--- src/rtl/fetch_sequencer.sv ---
// Instruction fetch sequencer: launches a program run, issues fetched instructions,
// resolves backward branches through a 16-entry offset LUT and stops on HALT.
module fetch_sequencer #(
    parameter int PC_BITS    = 12,
    parameter int INSTR_BITS = 9
) (
    input  logic                  clock,
    input  logic                  reset,
    input  logic                  start,
    input  logic [PC_BITS-1:0]    pc,
    input  logic                  cond_true,
    input  logic [INSTR_BITS-1:0] imem_data,
    input  logic                  lut_we,
    input  logic [3:0]            lut_waddr,
    input  logic [7:0]            lut_wdata,
    output logic [PC_BITS-1:0]    imem_addr,
    output logic                  pc_start,
    output logic                  jumpFlag,
    output logic [7:0]            target,
    output logic [INSTR_BITS-1:0] instr,
    output logic [PC_BITS-1:0]    instr_pc,
    output logic                  instr_valid,
    output logic                  done,
    output logic [15:0]           instr_count
);

    localparam logic [2:0] IDLE   = 3'd0;
    localparam logic [2:0] LAUNCH = 3'd1;
    localparam logic [2:0] FILL   = 3'd2;
    localparam logic [2:0] RUN    = 3'd3;
    localparam logic [2:0] DONE   = 3'd4;

    logic [2:0]         state_r;
    logic [2:0]         state_next_s;
    logic               squash_r;
    logic               done_r;
    logic [15:0]        count_r;
    logic [PC_BITS-1:0] instr_pc_r;
    logic [7:0]         lut_r [16];

    logic               valid_s;
    logic               halt_s;
    logic               branch_s;
    logic               jump_s;
    logic               launch_req_s;
    logic [7:0]         target_s;

    assign imem_addr   = pc;
    assign instr       = imem_data;
    assign instr_pc    = instr_pc_r;
    assign instr_valid = valid_s;
    assign jumpFlag    = jump_s;
    assign target      = target_s;
    assign pc_start    = (state_r == LAUNCH);
    assign done        = done_r;
    assign instr_count = count_r;

    // Decode of the issued slot; the slot right after a taken branch is dropped.
    always_comb begin
        valid_s      = (state_r == RUN) && !squash_r;
        halt_s       = &imem_data;
        branch_s     = (imem_data[8:6] == 3'b110) && !halt_s;
        jump_s       = valid_s && branch_s && cond_true;
        launch_req_s = ((state_r == IDLE) || (state_r == DONE)) && start;
        if (jump_s) begin
            target_s = lut_r[imem_data[3:0]];
        end else begin
            target_s = 8'd0;
        end
    end

    // Next-state logic of the run controller.
    always_comb begin
        state_next_s = state_r;
        case (state_r)
            IDLE, DONE: begin
                if (start) begin
                    state_next_s = LAUNCH;
                end else begin
                    state_next_s = state_r;
                end
            end
            LAUNCH:  state_next_s = FILL;
            FILL:    state_next_s = RUN;
            RUN: begin
                if (valid_s && halt_s) begin
                    state_next_s = DONE;
                end else begin
                    state_next_s = RUN;
                end
            end
            default: state_next_s = IDLE;
        endcase
    end

    // Controller state, squash flag, completion flag and retire counter.
    always_ff @(posedge clock) begin
        if (reset) begin
            state_r    <= IDLE;
            squash_r   <= 1'b0;
            done_r     <= 1'b0;
            count_r    <= 16'd0;
            instr_pc_r <= {PC_BITS{1'b0}};
        end else begin
            state_r    <= state_next_s;
            squash_r   <= jump_s;
            instr_pc_r <= pc;
            if (launch_req_s) begin
                done_r <= 1'b0;
            end else if (valid_s && halt_s) begin
                done_r <= 1'b1;
            end else begin
                done_r <= done_r;
            end
            if (state_r == LAUNCH) begin
                count_r <= 16'd0;
            end else if (valid_s && (count_r != 16'hFFFF)) begin
                count_r <= count_r + 16'd1;
            end else begin
                count_r <= count_r;
            end
        end
    end

    // Branch-offset table; a same-cycle read sees the pre-write contents.
    always_ff @(posedge clock) begin
        if (reset) begin
            for (int i = 0; i < 16; i++) begin
                lut_r[i] <= 8'd0;
            end
        end else if (lut_we) begin
            lut_r[lut_waddr] <= lut_wdata;
        end else begin
            lut_r[lut_waddr] <= lut_r[lut_waddr];
        end
    end

endmodule

--- config.mk ---
export PLATFORM = sky130hd
export DESIGN_NAME = fetch_sequencer
export DESIGN_NICKNAME = d
export VERILOG_FILES = /design/src/rtl/fetch_sequencer.sv
export SDC_FILE = /design/constraint.sdc
export NUM_CORES = 1
export LEC_CHECK = 0
export ABC_CLOCK_PERIOD_IN_PS = 1900
export BUFFER_PORTS_ARGS = -buffer_cell sky130_fd_sc_hd__buf_2
export CORE_ASPECT_RATIO = 0.6
export CORE_MARGIN = 2
export CORE_UTILIZATION = 60
export CTS_BUF_LIST = sky130_fd_sc_hd__clkbuf_4
export DETAILED_ROUTE_END_ITERATION = 7
export PLACE_DENSITY = 0.95
export SYNTH_ARGS = -nofsm -noshare
export SYNTH_HDL_FRONTEND = slang
export SYNTH_SLANG_ARGS = --single-unit
--- constraint.sdc ---
create_clock -name clock -period 1.9 [get_ports clock]
set_clock_uncertainty 0.2 [all_clocks]
set_input_delay 0 -clock clock [delete_from_list [all_inputs] [get_ports clock]]
set_output_delay 0 -clock clock [all_outputs]
set_load 0.05 [all_outputs]
== After elaboration in Yosys (flattened, before gate mapping) ==
Memory sizes are Yosys's and may differ from the RTL's.
Index checks and enable logic that the tools add are counted.

* Add/sub/neg operators: 1
* $mul: 0
* Div/mod/pow operators: 0
* $lt $le $gt $ge: 0
* Eq/ne operators: 8
* Shifts and indexed selects: 0
* Mux-type cells: 16
* Bitwise logic cells: 1
* Reduce and logical (&&, ||, !) cells: 17

{| class="wikitable"
|+ Operator list
! operator !! number
|-
| $mux 8 || 3
|-
| $add 16x1->16 const B || 1
|-
| $ne 16x16->1 const B || 1
|-
| $pmux 3 s4 || 1
|-
| $mux 1 || 9
|-
| $reduce_and 9->1 || 1
|-
| $reduce_or 8->1 || 1
|-
| $logic_and 1x1->1 || 7
|-
| $eq 3x2->1 const B || 2
|-
| $eq 3x3->1 const B || 2
|-
| $mux 3 || 2
|-
| $reduce_or 2->1 || 3
|-
| $mux 4 || 1
|-
| $eq 3x1->1 const B || 1
|-
| $logic_not 3->1 || 1
|-
| $logic_not 1->1 || 2
|-
| $ne 2x2->1 const B || 1
|-
| $reduce_and 2->1 || 1
|-
| $logic_or 1x1->1 || 1
|-
| $ne 0x0->1 || 1
|-
| $or 1x1->1 || 1
|}

* Register bits after elaboration: 33
* Latch bits: 0
* Bits in writable memories: 128
* Memory bits (read-only): 0
* Input bits: 38
* Logic and storage cells: 49
* Memories kept: 1

{| class="wikitable"
|+ Memory list
! name !! words !! bits a word !! rd ports !! clocked after Yosys merged registers in !! wr ports !! RTL line !! RTL
|-
| lut_r || 16 || 8 || 1 || 0 || 16 || 39 || <nowiki>logic [7:0] lut_r [16];</nowiki>
|}

== Logic depth before layout (Yosys ltp) ==
* Word-level depth: 7
* Mapped depth: 6
* Depth with buffers taken out: 5

== Worst setup path after synthesis ==
Ideal clock, no wire load.

* Path kind: reg-to-output
* Start: register state_r[2]
* End: output target[0]
* Arrival time: 2.832 ns
* Data required time: 1.700 ns
* Setup slack: -1.132 ns
* Cell stages (with the launch flop): 5
* Cells stage by stage: dfxtp_1 > nand4bb_4 > nor4_2 > nand2_1 > o22ai_1

* Word-level cells in the longest chain between the ends: 5

{| class="wikitable"
|+ Ends and longest elaborated chain
! item !! RTL line !! RTL
|-
| start: declaration || 33 || <nowiki>logic [2:0] state_r;</nowiki>
|-
| start signal: assignment || 105 || <nowiki>state_r <= state_next_s;</nowiki>
|-
| $eq 3x2->1 || 60 || <nowiki>valid_s = (state_r == RUN) && !squash_r;</nowiki>
|-
| $logic_and 1x1->1 || 60 ||
|-
| $logic_and 1x1->1 (2 in a row) || 63 || <nowiki>jump_s = valid_s && branch_s && cond_true;</nowiki>
|-
| net jumpFlag || 18 || <nowiki>output logic jumpFlag,</nowiki>
|-
| $mux 8 || 65 || <nowiki>if (jump_s) begin</nowiki>
|-
| end: declaration || 19 || <nowiki>output logic [7:0] target,</nowiki>
|}

The timed path passes the listed nets, and every way through them passes these cells.

== Worst setup path after layout ==
* Start: register squash_r
* End: output target[5]

* Word-level cells in the longest chain between the ends: 5

{| class="wikitable"
|+ Ends and longest elaborated chain
! item !! RTL line !! RTL
|-
| start: declaration || 35 || <nowiki>logic squash_r;</nowiki>
|-
| start signal: assignment || 106 || <nowiki>squash_r <= jump_s;</nowiki>
|-
| $logic_not 1->1 || 60 ||
|-
| $logic_and 1x1->1 || 60 ||
|-
| $logic_and 1x1->1 (2 in a row) || 63 ||
|-
| $mux 8 || 65 ||
|}

No other way between the ends.

==> run_summary.xml <==
<?xml version="1.0" encoding="UTF-8"?>
<metrics>
  <group name="logic_synthesis">
    <metric name="yosys_most_used_dff" unit="">edfxtp_1</metric>
    <metric name="synthesis.area" unit="mm^2">0.007476</metric>
    <metric name="yosys-top-cells-count" unit="">and2_1, edfxtp_1, dfxtp_1, mux4_2, buf_4</metric>
    <metric name="postSynthAreaPerCell" unit="um^2">13.72</metric>
    <metric name="yosys_reg_bits" unit="">161</metric>
    <metric name="syn-num-nets" unit="">584</metric>
    <metric name="yosys.cell_types.count" unit="">47</metric>
    <metric name="ys_seq_area_frac" unit="">0.6025</metric>
    <metric name="synth_edf_count" unit="">128</metric>
    <metric name="yosysTopAreaCellShare" unit="">0.5141</metric>
    <metric name="synth-warning-count" unit="">0</metric>
    <metric name="syn-instance-count" unit="">545</metric>
    <metric name="synth_area_leader_cell" unit="">edfxtp_1</metric>
    <metric name="netlist_top_cells_area" unit="">edfxtp_1, and2_1, mux4_2</metric>
    <metric name="synth-async-reset-ratio" unit="">0</metric>
  </group>
  <group name="setup_path">
    <metric name="critical_path_peak_fanout" unit="">8</metric>
    <metric name="crit_start" unit="">squash_r$_SDFF_PP0_</metric>
    <metric name="critPathLaunchType" unit="">flop</metric>
    <metric name="criticalPathCategory" unit="">reg2out</metric>
    <metric name="end_kind" unit="">output pin</metric>
    <metric name="ff2ff_path_depth" unit="">7</metric>
    <metric name="crit_required" unit="ns">1.70</metric>
    <metric name="arrival" unit="ns">2.08</metric>
    <metric name="rr_startpoint" unit="">squash_r$_SDFF_PP0_</metric>
  </group>
  <group name="final_layout">
    <metric name="finish.instance_area" unit="mm^2">0.009657</metric>
    <metric name="syn_to_final_growth" unit="%">29.17</metric>
    <metric name="diodes" unit="">0</metric>
    <metric name="ratio_of_cells_with_drive_above_1_in_the_final_layout" unit="">0.4071</metric>
    <metric name="fin_nets" unit="">763</metric>
  </group>
  <group name="sta">
    <metric name="rsz0062_at_grt" unit="">true</metric>
    <metric name="timing.final.crit_period" unit="ns">2.276</metric>
    <metric name="maxClockFrequency" unit="GHz">0.4393</metric>
    <metric name="fin_worst_hold_slack" unit="ns">0.02374</metric>
    <metric name="timing.final.setup_violations" unit="">16</metric>
    <metric name="max-slew-margin-rel" unit="">0.5442</metric>
    <metric name="timing_worst_slew_pin_value" unit="ns">0.6837</metric>
    <metric name="slew_viol_final" unit="">0</metric>
    <metric name="final.period_utilization" unit="">1.198</metric>
    <metric name="timing.final.ws_setup" unit="ns">-0.3761</metric>
    <metric name="report.final.hold_viol_count" unit="">0</metric>
  </group>
  <group name="clock_network">
    <metric name="cts.clk_slew.worst_paths" unit="ns">0.15</metric>
    <metric name="tritoncts_clock_tree" unit="">yes</metric>
    <metric name="cts_buffers" unit="">17</metric>
    <metric name="clock-root-buffer" unit="">clkbuf_4</metric>
    <metric name="worst_skew_pair.late_latency" unit="ns">0.56</metric>
    <metric name="htree_num_levels" unit="">4</metric>
    <metric name="clockBufferDepth" unit="">2</metric>
    <metric name="clock_sinks" unit="">161</metric>
  </group>
  <group name="power">
    <metric name="switching_power" unit="mW">1.976</metric>
    <metric name="leakage" unit="nW">3.638</metric>
    <metric name="clkPwrFrac" unit="">0.295</metric>
    <metric name="pwr-share-seq" unit="">0.565</metric>
    <metric name="power_switching_share" unit="">0.2768</metric>
    <metric name="internal-power" unit="mW">5.162</metric>
    <metric name="combinationalPowerShare" unit="">0.140</metric>
    <metric name="irDropWorstVdd" unit="mV">0.4379</metric>
    <metric name="cellPowerDensity" unit="mW/mm^2">739.2</metric>
  </group>
  <group name="global_route">
    <metric name="grt_first_pass_wirelength" unit="mm">31.56</metric>
    <metric name="number_of_global_route_vias_before_repair" unit="">5569</metric>
    <metric name="aggregate_global_routing_overflow" unit="">0</metric>
    <metric name="grt_start_max_net_pins" unit="">27</metric>
    <metric name="grt_antenna_before_repair" unit="">0</metric>
    <metric name="global_route.usage.total" unit="">0.3185</metric>
  </group>
  <group name="routing">
    <metric name="via_per_inst" unit="">6.233</metric>
    <metric name="post_route_wl" unit="mm">21.97</metric>
    <metric name="antenna_left" unit="">0</metric>
    <metric name="detail_route.iter0.violations" unit="">767</metric>
    <metric name="routedWlPerCell" unit="um">24.35</metric>
    <metric name="post-route-drc-count" unit="">0</metric>
    <metric name="dr_total_vias" unit="">5622</metric>
    <metric name="detailedRoute.firstPassIterationCount" unit="">5</metric>
  </group>
  <group name="worst_hold_path">
    <metric name="timing.hold.worst.start" unit="">lut_we</metric>
    <metric name="min_delay_path_depth" unit="">5</metric>
    <metric name="holdCritPathClass" unit="">in2reg</metric>
  </group>
  <group name="floorplanning">
    <metric name="initial_utilization" unit="">0.6178</metric>
    <metric name="die_h" unit="um">90.47</metric>
    <metric name="top_level_ports" unit="">99</metric>
    <metric name="rows" unit="">31</metric>
    <metric name="die_outline_area" unit="mm^2">0.01340</metric>
    <metric name="chipWidth" unit="um">148.1</metric>
    <metric name="placeableCoreArea" unit="mm^2">0.01210</metric>
  </group>
  <group name="status">
    <metric name="violated_checks" unit="">negative setup slack</metric>
    <metric name="outcome" unit="">complete, but fails checks</metric>
  </group>
  <group name="placement">
    <metric name="io_buffers" unit="">98</metric>
    <metric name="detailed_place.area" unit="mm^2">0.008437</metric>
    <metric name="post-dp-hpwl" unit="mm">12.53</metric>
    <metric name="place_congestion" unit="">0.9193</metric>
  </group>
  <group name="job">
    <metric name="maxCapViolations" unit="">0</metric>
  </group>
</metrics>
## through the flow
stage / util / cells / TNS [ns] / power [mW] / worst slack (ns)
floorplan: - / 545 / -3.513 / 4.643 / -0.4007
global placement: 0.6972 / 806 / -2.929 / 4.859 / -0.4280
detailed placement: 0.6972 / 806 / -3.597 / 4.899 / -0.5068
CTS: 0.7801 / 894 / -3.002 / 7.006 / -0.3950
global route: 0.7980 / 902 / -4.334 / 7.307 / -0.4447
finish: 0.7980 / 902 / -3.207 / 7.138 / -0.3761
## cell type report
cell class | instances | area [um^2]
Clock inverter | 15 | 161.4
Timing Repair Buffer | 206 | 1567
Clock buffer | 17 | 127.6
Tap cell | 165 | 206.4
Sequential cell | 161 | 4532
Multi-Input combinational cell | 335 | 3039
Inverter | 3 | 23.77
Fill cell | 602 | 2445
## cell usage in the layout, fill, tap and decap left out, drive strengths merged, types with 4 or more instances in the layout
master         n
o22ai          8
nor2          17
buf          152
nand3          4
nor2b         13
mux2i         20
nand4          6
edfxtp       128
mux4          32
or2           17
nand2         21
nand2b         4
dlygate4sd3   54
clkinv         6
nor3b          4
o31ai          5
or3            6
dfxtp         33
nor4           4
or4            4
nor3           5
o21ai          4
clkinvlp       5
clkbuf        17
a21oi         12
and2         128
inv            5
## sequential cells by signal, summed over array words and instances, names as in the netlist
| name | count |
|---|---|
| lut_r | 128 |
| instr_count | 16 |
| instr_pc | 12 |
| state_r | 3 |
| done | 1 |
| squash_r | 1 |
## layer usage
layer	track usage	part of all wire	up-vias
met2	0.4992	0.47	468
li1	-	-	2350
met3	0.07222	0.13	96
met5	0	0	-
met4	0.1079	0.043	0
met1	0.4471	0.36	2708
## worst max-delay path: stages, from the launching register on
cell and delay, ns:
dfxtp_2 0.35, nand4bb_4 0.24, nor4_4 0.21, buf_4 0.21, nand2_8 0.13, o22ai_4 0.19, buf_6 0.18
## path summary, 6_finish.rpt
kind | endpoint | slack, ns
worst max-delay path | target[5] | -0.38
worst max register to register | instr_count[13]$_SDFFE_PP0P_ | -0.08
worst min-delay path | lut_r[2][7]$_SDFFCE_PN0P_ | 0.02
worst min register to register | instr_count[14]$_SDFFE_PP0P_ | 0.34
## cells by family (layout without fill, tap and decap cells)
logic type / count (synthesis) / in the layout / share of synthesized area
multiplexers: 52 / 52 / 0.1232
buffers and inverters: 50 / 241 / 0.03967
AO/OA/AOI/OAI: 40 / 40 / 0.03515
AND/OR/NAND/NOR: 241 / 242 / 0.1978
flip-flops: 161 / 161 / 0.6025
adder cells (fa/ha/maj): 1 / 1 / 0.001673
## timing repair
item | CTS | global route
pin swaps | 6 | 10
gates cloned | 0 | 1
gates resized for setup | 40 | 34
hold buffers | 54 | 0
hold endpoints to repair | 156 | 0
setup buffers | 2 | 7
setup endpoints to repair | 23 | 22
## power by group through the flow
stage               combinational, mW  sequential (mW)  clock (mW)
floorplan                       0.514             4.13           0
global placement                0.774             4.08           0
detailed placement              0.796             4.10           0
CTS                             0.916             4.02        2.07
global route                     1.03             4.05        2.23
finish                          0.998             4.03        2.11
No activity file was read; power rests on OpenSTA's default activity.
